--- src/rtl/complex_wb_arbiter.sv ---
// Writeback arbiter: buffers fixed-latency multiplier results in a small FIFO and shares one
// writeback port with the divider. Define COMPLEX_WB_AGING_EN to enable divider starvation aging.
module complex_wb_arbiter #(
    parameter int DATA_WIDTH   = 32,
    parameter int PTR_WIDTH    = 6,
    parameter int PREG_WIDTH   = 7,
    parameter int FIFO_DEPTH   = 4,
    parameter int STARVE_LIMIT = 3
) (
    input  logic                          clk,
    input  logic                          rst,
    input  logic                          stall,
    input  logic                          mulValid,
    input  logic [PTR_WIDTH-1:0]          mulPtr,
    input  logic [PREG_WIDTH-1:0]         mulDstReg,
    input  logic                          mulWriteReg,
    input  logic [DATA_WIDTH-1:0]         mulData,
    output logic                          mulStall,
    input  logic                          divValid,
    input  logic [PTR_WIDTH-1:0]          divPtr,
    input  logic [PREG_WIDTH-1:0]         divDstReg,
    input  logic                          divWriteReg,
    input  logic [DATA_WIDTH-1:0]         divData,
    output logic                          divReady,
    input  logic                          flushValid,
    input  logic                          flushAll,
    input  logic [PTR_WIDTH-1:0]          flushHeadPtr,
    input  logic [PTR_WIDTH-1:0]          flushTailPtr,
    output logic                          wbValid,
    output logic [PTR_WIDTH-1:0]          wbPtr,
    output logic [PREG_WIDTH-1:0]         wbDstReg,
    output logic                          wbRegWE,
    output logic [DATA_WIDTH-1:0]         wbData,
    output logic [$clog2(FIFO_DEPTH):0]   count,
    output logic                          overflow
);
    localparam int AW = $clog2(FIFO_DEPTH);
    localparam int CW = AW + 1;

    if (FIFO_DEPTH < 2 || (FIFO_DEPTH & (FIFO_DEPTH - 1)) != 0 || STARVE_LIMIT < 1) begin : g_bad_param
        $error("complex_wb_arbiter: illegal FIFO_DEPTH or STARVE_LIMIT");
    end

    // Range [head,tail) wraps when head > tail; head == tail is empty unless flushAll.
    function automatic logic flush_hit(input logic [PTR_WIDTH-1:0] p, input logic fv, input logic fa,
                                       input logic [PTR_WIDTH-1:0] h, input logic [PTR_WIDTH-1:0] t);
        logic in_r;
        if (h < t)      in_r = (p >= h) && (p < t);
        else if (h > t) in_r = (p >= h) || (p < t);
        else            in_r = 1'b0;
        return fv && (fa || in_r);
    endfunction

    logic [FIFO_DEPTH-1:0] fvalid_q;
    logic [PTR_WIDTH-1:0]  fptr_q  [FIFO_DEPTH];
    logic [PREG_WIDTH-1:0] fdst_q  [FIFO_DEPTH];
    logic                  fwe_q   [FIFO_DEPTH];
    logic [DATA_WIDTH-1:0] fdata_q [FIFO_DEPTH];
    logic [AW-1:0]         rd_q, wr_q;
    logic [CW-1:0]         count_q, count_d;
    logic                  ovf_q;
    logic                  wb_valid_q, wb_we_q;
    logic [PTR_WIDTH-1:0]  wb_ptr_q;
    logic [PREG_WIDTH-1:0] wb_dst_q;
    logic [DATA_WIDTH-1:0] wb_data_q;

    logic head_live, div_hit, starve, div_sel, fifo_sel, pop, push, push_ok, div_acc;

`ifdef COMPLEX_WB_AGING_EN
    localparam int WW = $clog2(STARVE_LIMIT + 1);
    logic [WW-1:0] wait_q;
    assign starve = (wait_q >= WW'(STARVE_LIMIT));
`else
    assign starve = 1'b0;
`endif

    always_comb begin
        head_live = (count_q != '0) && fvalid_q[rd_q]
                    && !flush_hit(fptr_q[rd_q], flushValid, flushAll, flushHeadPtr, flushTailPtr);
        div_hit   = divValid && flush_hit(divPtr, flushValid, flushAll, flushHeadPtr, flushTailPtr);
        div_sel   = !stall && divValid && !div_hit && (!head_live || starve);
        fifo_sel  = !stall && head_live && !div_sel;
        // An invalidated head drains silently even when the divider wins the port.
        pop       = !stall && (count_q != '0) && (fifo_sel || !head_live);
        push      = !stall && mulValid
                    && !flush_hit(mulPtr, flushValid, flushAll, flushHeadPtr, flushTailPtr);
        push_ok   = push && ((count_q != CW'(FIFO_DEPTH)) || pop);
        div_acc   = !stall && divValid && (div_sel || div_hit);
        count_d   = count_q;
        if (push_ok && !pop)      count_d = count_q + CW'(1);
        else if (!push_ok && pop) count_d = count_q - CW'(1);
    end

    assign divReady = !rst && div_acc;
    assign mulStall = !rst && (count_q >= CW'(FIFO_DEPTH - 1));
    assign wbValid  = wb_valid_q
                      && !flush_hit(wb_ptr_q, flushValid, flushAll, flushHeadPtr, flushTailPtr);
    assign wbRegWE  = wbValid && wb_we_q;
    assign wbPtr    = wb_ptr_q;
    assign wbDstReg = wb_dst_q;
    assign wbData   = wb_data_q;
    assign count    = count_q;
    assign overflow = ovf_q;

    always_ff @(posedge clk or posedge rst) begin
        if (rst) begin
            fvalid_q   <= '0;
            rd_q       <= '0;
            wr_q       <= '0;
            count_q    <= '0;
            ovf_q      <= 1'b0;
            wb_valid_q <= 1'b0;
            wb_we_q    <= 1'b0;
            wb_ptr_q   <= '0;
            wb_dst_q   <= '0;
            wb_data_q  <= '0;
        end else begin
            // Flush invalidation keeps working while the back end is stalled.
            for (int i = 0; i < FIFO_DEPTH; i++) begin
                if (flush_hit(fptr_q[i], flushValid, flushAll, flushHeadPtr, flushTailPtr))
                    fvalid_q[i] <= 1'b0;
            end
            if (!stall) begin
                if (push_ok) begin
                    fvalid_q[wr_q] <= 1'b1;
                    wr_q           <= wr_q + AW'(1);
                end
                if (pop) rd_q <= rd_q + AW'(1);
                count_q <= count_d;
                if (push && !push_ok) ovf_q <= 1'b1;
                wb_valid_q <= fifo_sel || div_sel;
                if (fifo_sel) begin
                    wb_ptr_q  <= fptr_q[rd_q];
                    wb_dst_q  <= fdst_q[rd_q];
                    wb_we_q   <= fwe_q[rd_q];
                    wb_data_q <= fdata_q[rd_q];
                end else if (div_sel) begin
                    wb_ptr_q  <= divPtr;
                    wb_dst_q  <= divDstReg;
                    wb_we_q   <= divWriteReg;
                    wb_data_q <= divData;
                end
            end
        end
    end

    always_ff @(posedge clk) begin
        if (push_ok) begin
            fptr_q[wr_q]  <= mulPtr;
            fdst_q[wr_q]  <= mulDstReg;
            fwe_q[wr_q]   <= mulWriteReg;
            fdata_q[wr_q] <= mulData;
        end
    end

`ifdef COMPLEX_WB_AGING_EN
    always_ff @(posedge clk or posedge rst) begin
        if (rst) begin
            wait_q <= '0;
        end else if (!stall) begin
            if (divValid && !div_acc && !starve) wait_q <= wait_q + WW'(1);
            else if (!divValid || div_acc)       wait_q <= '0;
        end
    end
`endif
endmodule

--- config.mk ---
export PLATFORM = sky130hd
export DESIGN_NAME = complex_wb_arbiter
export DESIGN_NICKNAME = d
export VERILOG_FILES = /design/src/rtl/complex_wb_arbiter.sv
export SDC_FILE = /design/constraint.sdc
export NUM_CORES = 1
export LEC_CHECK = 0
export ABC_CLOCK_PERIOD_IN_PS = 3800
export CORE_ASPECT_RATIO = 0.5
export CORE_MARGIN = 3
export CORE_UTILIZATION = 45
export CTS_CLUSTER_DIAMETER = 80
export CTS_CLUSTER_SIZE = 28
export DETAILED_ROUTE_END_ITERATION = 12
export PLACE_DENSITY = 0.7
export SETUP_SLACK_MARGIN = 0.02
export SLEW_MARGIN = 20
export SYNTH_ARGS = -nofsm -noshare
export SYNTH_HDL_FRONTEND = slang
export SYNTH_SLANG_ARGS = --single-unit
--- constraint.sdc ---
create_clock -name clk -period 3.8 [get_ports clk]
set_clock_uncertainty 0.1 [all_clocks]
set_input_delay 0.95 -clock clk [delete_from_list [all_inputs] [get_ports clk]]
set_output_delay 0.95 -clock clk [all_outputs]
set_load 0.1 [all_outputs]
==> results of run 1 <==
==> critical path: stages (launching register included) <==
cell      delay, ns
dfrtp_4        0.53
buf_6          0.14
mux4_2         0.49
ha_4           0.24
a211o_1        0.30
a21oi_2        0.18
o21ai_2        0.07
maj3_2         0.33
a22oi_2        0.24
a311oi_4       0.14
buf_12         0.19
==> sequential cells by signal, summed over array words and instances, names as in the netlist, 4 cells and up <==
signal / cells
wbDstReg: 7
fdst_q: 28
fdata_q: 128
wbData: 32
fptr_q: 24
wbPtr: 6
fvalid_q: 4
fwe_q: 4
==> where the power goes <==
| part | switching, uW | internal, uW | total, uW |
|---|---|---|---|
| combinational | 3620 | 2030 | 5650 |
| sequential | 290 | 3360 | 3650 |
| clock | 816 | 647 | 1460 |
| total | 4730 | 6040 | 10800 |
==> metrics by stage <==
stage | TNS, ns | instance area, um2 | util [%]
2_1_floorplan | -1.87 | 11900 | -
6_report | -1.47 | 15500 | 61.0
3_5_place_dp | -101.69 | 14800 | 58.4
4_1_cts | -1.42 | 15500 | 60.9
3_3_place_gp | -94.43 | 14800 | 58.4
5_1_grt | -10.14 | 15500 | 61.0
==> final cells by class <==
type | count | area (um2) | area share, %
flip-flops and latches | 243 | 7010 | 45.2
multi-input cells | 474 | 4760 | 30.8
repair buffers | 285 | 2820 | 18.2
well taps | 344 | 430 | 2.78
clock buffers | 19 | 348 | 2.25
inverters | 26 | 111 | 0.719
clock inverters | 1 | 8.76 | 0.0566
diodes | 1 | 2.50 | 0.0162
==> final timing paths <==
path,from,depth (start not counted),endpoint,slack (ns)
max,rd_q[0]$_DFFE_PP0P_,10,divReady,-0.61
min,overflow$_DFFE_PP0P_,0,overflow$_DFFE_PP0P_,0.29
max reg2reg,rd_q[0]$_DFFE_PP0P_,13,wbData[19]$_DFFE_PP0P_,0.49
min reg2reg,overflow$_DFFE_PP0P_,0,overflow$_DFFE_PP0P_,0.29
max in group asynchronous,rst,3,wbData[23]$_DFFE_PP0P_,2.01
min in group asynchronous,rst,2,wbData[0]$_DFFE_PP0P_,0.83
==> metal layers <==
layer,global-route usage [%],routed length [um]
met1,26.2,12100
met5,0,0
met4,4.32,538
met2,35.1,13900
met3,2.35,919
==> timing repair <==
action	4_1_cts	5_1_grt
pin swaps	28	6
buffers inserted	10	1
setup endpoints to repair	38	5
resized for setup	75	4
==> cells by family after synthesis <==
group           after synthesis  share of synthesized area, %
compound gates              160                          9.00
xor+xnor                      6                         0.448
fa+ha+maj                   101                          10.8
buf+inv                      56                          2.54
flops                       243                          59.7
mux                          95                          13.1
simple gates                112                          4.34
==> cell usage in the layout (no fill, tap or decap), types with 5 or more instances in the layout <==
cell	Yosys	routed
buf_6	2	13
nand2_1	68	68
clkbuf_1	12	6
dfrtp_1	59	57
nor2_1	10	10
clkdlybuf4s50_1	0	132
mux4_2	47	47
inv_1	26	18
a21oi_1	27	22
edfxtp_1	184	184
buf_12	3	24
dlygate4sd2_1	0	8
ha_1	99	88
a21oi_2	2	5
and2_4	0	5
o21ai_0	10	8
mux2i_1	46	46
buf_2	7	6
a21o_1	21	21
nand2b_1	14	10
o211ai_1	9	9
nor2b_1	8	8
buf_4	4	101
o21a_1	5	5
a211oi_1	6	6
clkbuf_16	0	13
o21ai_1	49	47
ha_4	0	11
==> results.cfg, run 1 <==
[die]
die_w_um = 234
start_util_pct = 46.2
coreArea_um2 = 25400
io_pins = 164
num_rows = 41
die_area_um2 = 28200
dieHeight_um = 120

[yosys]
synth_top_area_share_pct = 47.1
synth.cell_area_um2 = 11700
yosysMostFrequentCell = edfxtp_1
synth-main-ff-cell = edfxtp_1
syn_avg_cell_area_um2 = 15.2
synth_cell_types = 57
seq_area_frac_synth_pct = 59.7
syn_nets = 984
synthTopCellsByArea = edfxtp_1 47%, dfrtp_1 13%, ha_1 11%
synth_seq_cells = 243
ys_async_sr_fraction_pct = 24.3
ys_warn_count = 0
synth_area_leader_cell = edfxtp_1
synth_cells = 773
synthTopCellsByCount = 184 x edfxtp_1, 99 x ha_1, 68 x nand2_1
synth_edf_count = 184

[sta]
clock.fmax_mhz = 227
hold_ws_ns = 0.289
max_slew.worst_pin.slew_ns = 0.999
finalWorstSetupSlack_ns = -0.612
hold_violations = 0
slew_headroom_pct = 33.2
slew_viol_final = 0
setup_viol = 4
finalCritPeriodShare_pct = 116
rsz0062_at_grt = yes
finalCriticalPeriod_ns = 4.41

[power]
power_density_nw_per_um2 = 695
cellLeakagePower_uw = 0.00614
power_uw = 10800
vdd_drop_max_mv = 0.443

[global_route]
grt_pass1_wl_um = 43000
grt_overflow = 0
grt_pass1_vias = 7986
grt_max_degree = 43
grtUsageTotal_pct = 19.8
antenna_found_initial = 1

[routing]
ant_nets = 0
via_count = 7541
drtIter0Drc = 451
vias_per_cell = 5.41
drcViolationCount = 0
wirelength_um = 27500
wl_per_cell_um = 19.7
first_pass_iters = 5

[cells_and_area]
area_growth_pct = 32.0
final_nets = 1253
fin_cells = 1393
drive_gt1_share_pct = 25.0
num-fill-cells = 1951

[worst_setup_path]
critical_path_class = reg -> out
cp-start-kind = register
crit_fanout = 3
worstPathArrival_ns = 3.36
worst_setup_path_end_kind = output port
required_ns = 2.75

[outcome]
violations = setup timing
status = complete, but fails checks

[cts]
cts_tree = built
numCtsBuffers = 12
hold_buffers = 0
cts-root-buf = clkbuf_16
worstSkewPairLatency_ns = 0.49
cts_max_level = 1
numClockSinks = 243
clock_path_buffers = 3
path_clk_slew_ns = 0.12

[worst_hold_path]
hold_class = reg -> reg

[placed_design]
hpwl_um = 19800
dp_cells = 1362
place_ws_ns = -1.16
place.gp.congestion = 0.845
io_buffers = 163

[run]
cap_violations = 0
Note: power is estimated with default switching activity, not from simulation.
==> inputs of run 2 (changes only) <==
CORE_UTILIZATION = 50   (was 45)
PLACE_DENSITY = 0.77   (was 0.7)
==> results.cfg, run 2 (synthesis gave the netlist of run 1 again) <==
[routing]
first_pass_iters = 4
wl_per_cell_um = 19.4
wirelength_um = 26000
drtIter0Drc = 348
ant_nets = 0
vias_per_cell = 5.56
drcViolationCount = 0
via_count = 7471

[cts]
worstSkewPairLatency_ns = 0.48
cts-root-buf = clkbuf_16
clock_path_buffers = 3
numClockSinks = 243
path_clk_slew_ns = 0.11
cts_tree = built
numCtsBuffers = 12
cts_max_level = 1

[sta]
setup_viol = 3
finalCritPeriodShare_pct = 115
finalWorstSetupSlack_ns = -0.554
rsz0062_at_grt = yes
finalCriticalPeriod_ns = 4.35
hold_ws_ns = 0.291
clock.fmax_mhz = 230
slew_headroom_pct = 33.8
hold_violations = 0
max_slew.worst_pin.slew_ns = 0.990
slew_viol_final = 0

[power]
switching_share_pct = 43.6
p_int_uw = 6020
sequentialPowerShare_pct = 34.1
p_sw_uw = 4650
pwr-share-comb_pct = 52.4
cellLeakagePower_uw = 0.00612
vdd_drop_max_mv = 0.507
power_density_nw_per_um2 = 695
power_frac_clock_pct = 13.5

[cells_and_area]
drive_gt1_share_pct = 25.0
final_cell_mix = 184 x edfxtp_1, 133 x clkdlybuf4s50_1, 101 x buf_4
fin_area_um2 = 15400
final_util_pct = 68.8
area_growth_pct = 31.0
num-fill-cells = 1580
n_antenna_cell = 0
final_nets = 1249
top_register = fdata_q
final_common_cell = edfxtp_1
largest_reg_flops = 128
fin_cells = 1344

[worst_setup_path]
crit_fanout = 3
critical_path_class = reg -> out
worstPathArrival_ns = 3.30
crit_buf_inv = 2
cp_slowest_cell = dfrtp_4
worst_setup_path_end_kind = output port
required_ns = 2.75
cp-start-kind = register
critPathMaxStageDelay_ns = 0.53
path_cells = buf_6 -> mux4_2 -> ha_4 -> a211o_1 -> a21oi_2 -> o21ai_2 -> maj3_2 -> a22oi_2 -> a311oi_4 -> buf_12
crit_family = compound AO/OA/AOI/OAI gates

[global_route]
grt_pass1_vias = 8257
antenna_found_initial = 0
grt_max_degree = 43
grt_overflow = 0
grtUsageTotal_pct = 21.0
grt_pass1_wl_um = 42700

[die]
dieHeight_um = 114
num_rows = 38
die_w_um = 223
die_area_um2 = 25400
coreArea_um2 = 22300
io_pins = 164
start_util_pct = 52.5

[placed_design]
dp_cells = 1309
dpl_cell_area_um2 = 14600
place.gp.congestion = 0.851
place_ws_ns = -1.19
io_buffers = 163
hpwl_um = 19000

[worst_hold_path]
hold_class = reg -> reg

[run]
cap_violations = 0

[outcome]
violations = setup timing
status = complete, but fails checks
-- run 2: worst register-to-register path, delay by kind of cell (launching register included) --
kind | cells | cell delay, ns
muxes | 1 | 0.47
DFF | 1 | 0.53
buffers and inverters | 4 | 0.68
and+or+nand+nor | 1 | 0.07
adders and majority gates | 2 | 0.55
AOI/OAI and AO/OA | 5 | 0.76
-- run 2: power groups by stage --
stage	Combinational, uW	Sequential (uW)	Clock (uW)
after floorplan	2040	5510	0
after global placement	5370	3670	0
after detailed placement	5450	3700	0
after CTS	5620	3640	1480
after global routing	5950	3700	1580
final	5590	3640	1440
-- run 2: layout make-up --
class / instances / area [um2] / area share, %
multi-input cells: 474 / 4760 / 31.0
clock inverters: 1 / 8.76 / 0.0570
repair buffers: 281 / 2740 / 17.8
well taps: 300 / 375 / 2.44
flip-flops and latches: 243 / 7010 / 45.6
clock buffers: 19 / 348 / 2.26
inverters: 26 / 121 / 0.790
-- run 2: metrics by stage --
step	setup TNS [ns]	power, uW
2_1_floorplan	-1.87	7550
3_3_place_gp	-96.53	9040
3_5_place_dp	-98.92	9140
4_1_cts	-1.09	10700
5_1_grt	-1.24	11200
6_report	-0.918	10700
-- run 2: path summary, 6_finish.rpt --
| kind | from | to | slack [ns] | cells past startpoint |
|---|---|---|---|---|
| max | rd_q[0]$_DFFE_PP0P_ | divReady | -0.55 | 10 |
| min | overflow$_DFFE_PP0P_ | overflow$_DFFE_PP0P_ | 0.29 | 0 |
| max reg2reg | rd_q[0]$_DFFE_PP0P_ | wbData[13]$_DFFE_PP0P_ | 0.58 | 13 |
| min reg2reg | overflow$_DFFE_PP0P_ | overflow$_DFFE_PP0P_ | 0.29 | 0 |
| max in group asynchronous | rst | wbData[25]$_DFFE_PP0P_ | 2.01 | 3 |
| min in group asynchronous | rst | wbPtr[3]$_DFFE_PP0P_ | 0.94 | 2 |
-- run 2: per-layer routing --
layer  wire length, um  track usage (%)  up-vias
li1                  -                -     3532
met1             11100             27.3     3782
met2             13600             38.6      127
met3               831             2.51       30
met4               449             4.53        0
met5                 0                0        -
-- run 2: what timing repair did --
action                                  4_1_cts  5_1_grt
setup buffers                                15        2
gates resized for setup                      84       10
pin swaps                                    29       14
hold endpoints to repair                      0        0
hold buffers                                  0        0
endpoints found under the setup margin        5      177
